[config.mk]
export PLATFORM = sky130hd
export DESIGN_NAME = keycode_conditioner
export DESIGN_NICKNAME = d
export VERILOG_FILES = /design/src/rtl/keycode_conditioner.sv
export SDC_FILE = /design/constraint.sdc
export NUM_CORES = 1
export LEC_CHECK = 0
export ABC_AREA = 1
export CAP_MARGIN = 40
export CORE_UTILIZATION = 57
export DETAILED_ROUTE_END_ITERATION = 7
export PLACE_DENSITY = 0.8
export SLEW_MARGIN = 20
export SYNTH_ARGS = -nofsm -noshare
export SYNTH_HDL_FRONTEND = slang
export SYNTH_SLANG_ARGS = --single-unit
export TNS_END_PERCENT = 10
[constraint.sdc]
create_clock -name CLK -period 3 [get_ports CLK]
set_clock_uncertainty 0.15 [all_clocks]
set_input_delay 0.75 -clock CLK [delete_from_list [all_inputs] [get_ports CLK]]
set_output_delay 0.75 -clock CLK [all_outputs]
set_load 0.05 [all_outputs]
[src/rtl/keycode_conditioner.sv]
// keycode_conditioner: filters torn/transient NIOS keyboard reports, resolves
// left/right by last-pressed priority and presents frame-aligned game controls.
module keycode_conditioner #(
    parameter int unsigned STABLE_CYCLES = 4,
    parameter logic [7:0]  KEY_LEFT      = 8'h04,
    parameter logic [7:0]  KEY_RIGHT     = 8'h07,
    parameter logic [7:0]  KEY_START     = 8'h2C,
    parameter logic [7:0]  KEY_PAUSE     = 8'h13
) (
    input  logic        CLK,
    input  logic        RESET_N,
    input  logic [31:0] keycode_raw,
    input  logic        frame_clk,
    output logic [7:0]  keycode,
    output logic        start_pulse,
    output logic        paused
);

    localparam int unsigned    CW      = $clog2(STABLE_CYCLES);
    localparam logic [CW-1:0]  CNT_MAX = CW'(STABLE_CYCLES - 1);

    typedef enum logic [1:0] {DIR_NONE, DIR_LEFT, DIR_RIGHT} dir_t;

    logic [31:0]   raw_q;
    logic [31:0]   acc;
    logic [CW-1:0] stab_cnt;
    logic [1:0]    fe;
    dir_t          last_dir;
    dir_t          dir_nxt;
    logic          prev_s;
    logic          prev_p;

    logic          sample_match;
    logic          acc_load;
    logic          acc_change;
    logic          frame_evt;
    logic          held_l, held_r, held_s, held_p;
    logic          new_l, new_r;
    logic [7:0]    slot_code;
    logic [7:0]    kc_sel;

    function automatic logic has_key(input logic [31:0] rpt, input logic [7:0] key);
        logic hit;
        hit = 1'b0;
        for (int unsigned i = 0; i < 4; i++) begin
            hit |= (rpt[8*i +: 8] == key);
        end
        return hit;
    endfunction

    assign sample_match = (keycode_raw == raw_q);
    assign acc_load     = sample_match && (stab_cnt == CNT_MAX);
    assign acc_change   = acc_load && (raw_q != acc);
    assign frame_evt    = (fe == 2'b01);

    assign held_l = has_key(acc, KEY_LEFT);
    assign held_r = has_key(acc, KEY_RIGHT);
    assign held_s = has_key(acc, KEY_START);
    assign held_p = has_key(acc, KEY_PAUSE);
    assign new_l  = has_key(raw_q, KEY_LEFT);
    assign new_r  = has_key(raw_q, KEY_RIGHT);

    // A fresh right press is tested first so a simultaneous L+R press resolves to RIGHT.
    always_comb begin
        dir_nxt = last_dir;
        if (acc_change) begin
            if (new_r && !held_r)      dir_nxt = DIR_RIGHT;
            else if (new_l && !held_l) dir_nxt = DIR_LEFT;
            else if (!new_l && !new_r) dir_nxt = DIR_NONE;
            else if (!new_l)           dir_nxt = DIR_RIGHT;
            else if (!new_r)           dir_nxt = DIR_LEFT;
        end
    end

    always_comb begin
        slot_code = 8'h00;
        for (int unsigned i = 0; i < 4; i++) begin
            if (slot_code == 8'h00 && acc[8*i +: 8] != 8'h00 &&
                acc[8*i +: 8] != KEY_START && acc[8*i +: 8] != KEY_PAUSE) begin
                slot_code = acc[8*i +: 8];
            end
        end
    end

    always_comb begin
        case (last_dir)
            DIR_LEFT:  kc_sel = KEY_LEFT;
            DIR_RIGHT: kc_sel = KEY_RIGHT;
            default:   kc_sel = slot_code;
        endcase
    end

    always_ff @(posedge CLK or negedge RESET_N) begin
        if (!RESET_N) begin
            raw_q    <= '0;
            stab_cnt <= '0;
            acc      <= '0;
            last_dir <= DIR_NONE;
            fe       <= '0;
        end else begin
            raw_q    <= keycode_raw;
            fe       <= {fe[0], frame_clk};
            last_dir <= dir_nxt;
            if (!sample_match)
                stab_cnt <= '0;
            else if (stab_cnt != CNT_MAX)
                stab_cnt <= stab_cnt + 1'b1;
            if (acc_load)
                acc <= raw_q;
        end
    end

    // Frame outputs sample acc/last_dir as registered; a same-cycle acc update lands next frame.
    always_ff @(posedge CLK or negedge RESET_N) begin
        if (!RESET_N) begin
            keycode     <= '0;
            start_pulse <= 1'b0;
            paused      <= 1'b0;
            prev_s      <= 1'b0;
            prev_p      <= 1'b0;
        end else begin
            start_pulse <= 1'b0;
            if (frame_evt) begin
                keycode     <= kc_sel;
                start_pulse <= held_s && !prev_s;
                if (held_p && !prev_p)
                    paused <= ~paused;
                prev_s <= held_s;
                prev_p <= held_p;
            end
        end
    end

endmodule
==> results.py <==
metrics = {
    "outcome": {
        "run_status": "complete, no violations",
    },
    "logic_synthesis": {
        "async_reset_ff_share_pct": 100,
        "syn-cell-area_mm2": 0.00436,
        "synthesis.instances": 513,
        "synth_sequential_area_ratio_pct": 47.1,
        "synthesis.area_per_instance_um2": 8.49,
        "synth_top_cell_area_share_pct": 47.1,
        "synth_ff_type": "sky130_fd_sc_hd__dfrtp_1",
        "yosys.cell_types.count": 33,
        "cell_type_with_the_highest_aggregate_area_in_the_netlist": "sky130_fd_sc_hd__dfrtp_1",
        "syn-num-nets": 550,
        "synth_edf_count": 0,
        "cell_types_with_the_highest_counts_after_synthesis": "sky130_fd_sc_hd__nand2_1, sky130_fd_sc_hd__dfrtp_1, sky130_fd_sc_hd__xnor2_1, sky130_fd_sc_hd__nor2_1, sky130_fd_sc_hd__inv_1",
        "synth.area.top_cells": "sky130_fd_sc_hd__dfrtp_1, sky130_fd_sc_hd__xnor2_1, sky130_fd_sc_hd__nand2_1",
        "top_count_cell_post_synth": "sky130_fd_sc_hd__nand2_1",
        "ys_warn_count": 0,
        "postSynthRegisterBits": 82,
    },
    "global_route": {
        "antenna_found_initial": 0,
        "grt_max_degree": 48,
        "wire_length_of_the_first_global_routing_pass_um": 17700,
        "grt-ovfl-total": 0,
        "track_usage_pct": 30.6,
        "vias_in_the_first_global_route": 3503,
    },
    "floorplan": {
        "chipHeight_um": 89.4,
        "floorplan.io_pins": 45,
        "die_area_mm2": 0.00800,
        "rows": 31,
        "die_x_um": 89.4,
        "core_mm2": 0.00733,
        "initial_util_pct": 59.4,
    },
    "clock_network": {
        "cts_tree": "done",
        "cts_root_buf": "sky130_fd_sc_hd__clkbuf_8",
        "worst_skew_pair.late_latency_ns": 0.37,
        "number_of_sinks_handled_by_clock_tree_synthesis": 82,
        "cts-root-to-sink-buffers": 2,
        "worst_setup_hold_path_clk_slew_ns": 0.08,
        "cts_max_level": 3,
        "cts_made_buffers": 9,
        "post_cts_hold_buffer_count": 0,
    },
    "setup_path": {
        "crit_buf_inv": 0,
        "r2r_setup_slack_ns": 0.12,
        "worst-path-stages": 17,
        "crit-reg2reg-launch": "acc[14]",
        "crit_fanout": 7,
        "worstRegToRegCells": 17,
        "timing.critical_path.to": "keycode[3]",
        "critical_path_arrival_ns": 3.03,
        "end_kind": "flip-flop",
        "cpLargestDelayFamily": "simple AND/OR/NAND/NOR gates",
        "critical_path.startpoint_type": "flip-flop",
        "crit_path_top_delay_cell": "sky130_fd_sc_hd__dfrtp_1",
        "timing.rr.end": "keycode[3]",
        "path_class": "flip-flop to flip-flop",
        "cp_cell_sequence": "nor2_2, nand3_2, nor2_2, nand2_1, nand4_4, nor2_1, nor2_2, nand2_1, nor2_4, nand3_4, o21ai_4, nand2_2, nor2_2, nand3_1, nand2_1, nand2_1, nand2_1",
        "cp.required_ns": 3.16,
        "critPathMaxStageDelay_ns": 0.44,
        "crit_path_start": "acc[14]",
        "path_common_cell": "sky130_fd_sc_hd__nand2_1",
    },
    "drt": {
        "detail_route.wirelength_um": 11500,
        "detail_route.vias_per_cell": 5.75,
        "average_wire_per_standard_cell_um": 16.8,
        "via_count": 3929,
        "drt_first_iter_violations": 235,
        "detail-route-antenna-nets": 0,
        "drt_pass1_iterations": 7,
        "drc_errors": 0,
    },
    "cells_and_area": {
        "area_growth_pct": 23.3,
        "drive_above_1_share_pct": 13.9,
        "final_design_area_no_fill_mm2": 0.00537,
        "fin_nets": 617,
        "insertedDiodeCount": 0,
        "finish.utilization_pct": 73.3,
        "instances_no_fill": 683,
    },
    "placement": {
        "post_dp_cell_area_mm2": 0.00500,
        "place.detailed.hpwl_um": 8720,
        "preCtsSetupSlack_ns": -0.170,
        "io_buffers": 44,
        "gp_congestion": 0.965,
        "total_instance_count_after_detailed_placement": 662,
    },
    "sta": {
        "period_share_pct": 95.9,
        "fmax_ghz": 0.348,
        "timing.final.ws_setup_ns": 0.123,
        "final.min_clock_period_ns": 2.88,
        "worst_slew_pin_slew_ns": 0.494,
        "finalSetupViolCount": 0,
        "pins_over_their_slew_limit": 0,
        "fin_hold_ws_ns": 0.178,
        "timing.slew.headroom_pct": 67.0,
        "hold_viol": 0,
    },
    "power": {
        "cellPowerDensity_mw_per_mm2": 449,
        "worst_voltage_drop_across_the_vdd_grid_mv": 0.307,
        "cellLeakagePower_nw": 2.30,
    },
    "hold_path": {
        "min-delay-path-class": "primary input to asynchronous set/reset pin",
    },
    "run": {
        "total_of_max_cap_violations": 0,
    },
}
stage by stage:
step | total power [mW] | TNS [ns]
detailed placement | 1.44 | -2.88
global placement | 1.43 | -0.172
global route | 2.50 | -0.407
floorplan | 1.31 | 0
CTS | 2.43 | 0
finish | 2.41 | 0
placed cells by master, fill, tap and decap left out, drive strengths merged, types with 3 or more instances in the layout:
master / n
dfrtp: 82
nand3: 33
or2: 3
clkbuf: 11
nor2: 62
clkdlybuf4s50: 43
mux2: 5
xnor2: 55
nor4: 14
inv: 51
bufinv: 3
nand2: 114
buf: 17
o22ai: 3
nand4: 26
nor3: 7
o21ai: 34
a21oi: 4
how the worst min path moves through the flow:
stage / end / cells after the start / start
floorplan: fe[1] / 0 / fe[0]
global route: keycode[7] / 1 / RESET_N
detailed placement: fe[1] / 0 / fe[0]
CTS: keycode[6] / 1 / RESET_N
finish: keycode[6] / 1 / RESET_N
global placement: fe[1] / 0 / fe[0]
cell type report:
cell class | count | area [um2]
timing repair buffer | 60 | 571
clock buffer | 11 | 151
fill | 529 | 1960
tap | 99 | 124
sequential | 82 | 2050
multi-input combinational | 376 | 2180
inverter | 51 | 191
clock inverter | 4 | 98.8
flip-flops by register name, summed over array words and instances (netlist names):
register / count
fe: 2
raw_q: 32
start_pulse: 1
stab_cnt: 2
last_dir: 2
prev_p: 1
acc: 32
keycode: 8
paused: 1
prev_s: 1
routing by layer:
metal | part of all wire [%] | track usage (%)
met5 | 0 | 0
met4 | 3.1 | 12.4
met3 | 5.9 | 6.19
met2 | 49 | 51.0
met1 | 42 | 39.1
cell families after synthesis:
kind of cell / Yosys count / share of synthesized area [%]
compound gates: 48 / 6.18
xor+xnor: 57 / 11.5
fa+ha+maj: 2 / 0.574
buf+inv: 58 / 5.00
flops: 82 / 47.1
mux: 5 / 1.29
simple gates: 261 / 28.4
report_power, final:
part / total (mW) / switching (mW) / internal (mW)
registers: 1.18 / 0.0439 / 1.14
clock network: 1.00 / 0.405 / 0.595
logic: 0.230 / 0.119 / 0.111
total: 2.41 / 0.568 / 1.84
what timing repair did:
| action | 4_1_cts | 5_1_grt |
|---|---|---|
| endpoints found under the setup margin | 0 | 8 |
| gates resized for setup | 0 | 20 |
| hold endpoints to repair | 0 | 0 |
| buffers inserted | 0 | 3 |
Power figures use the tool's default switching activity.
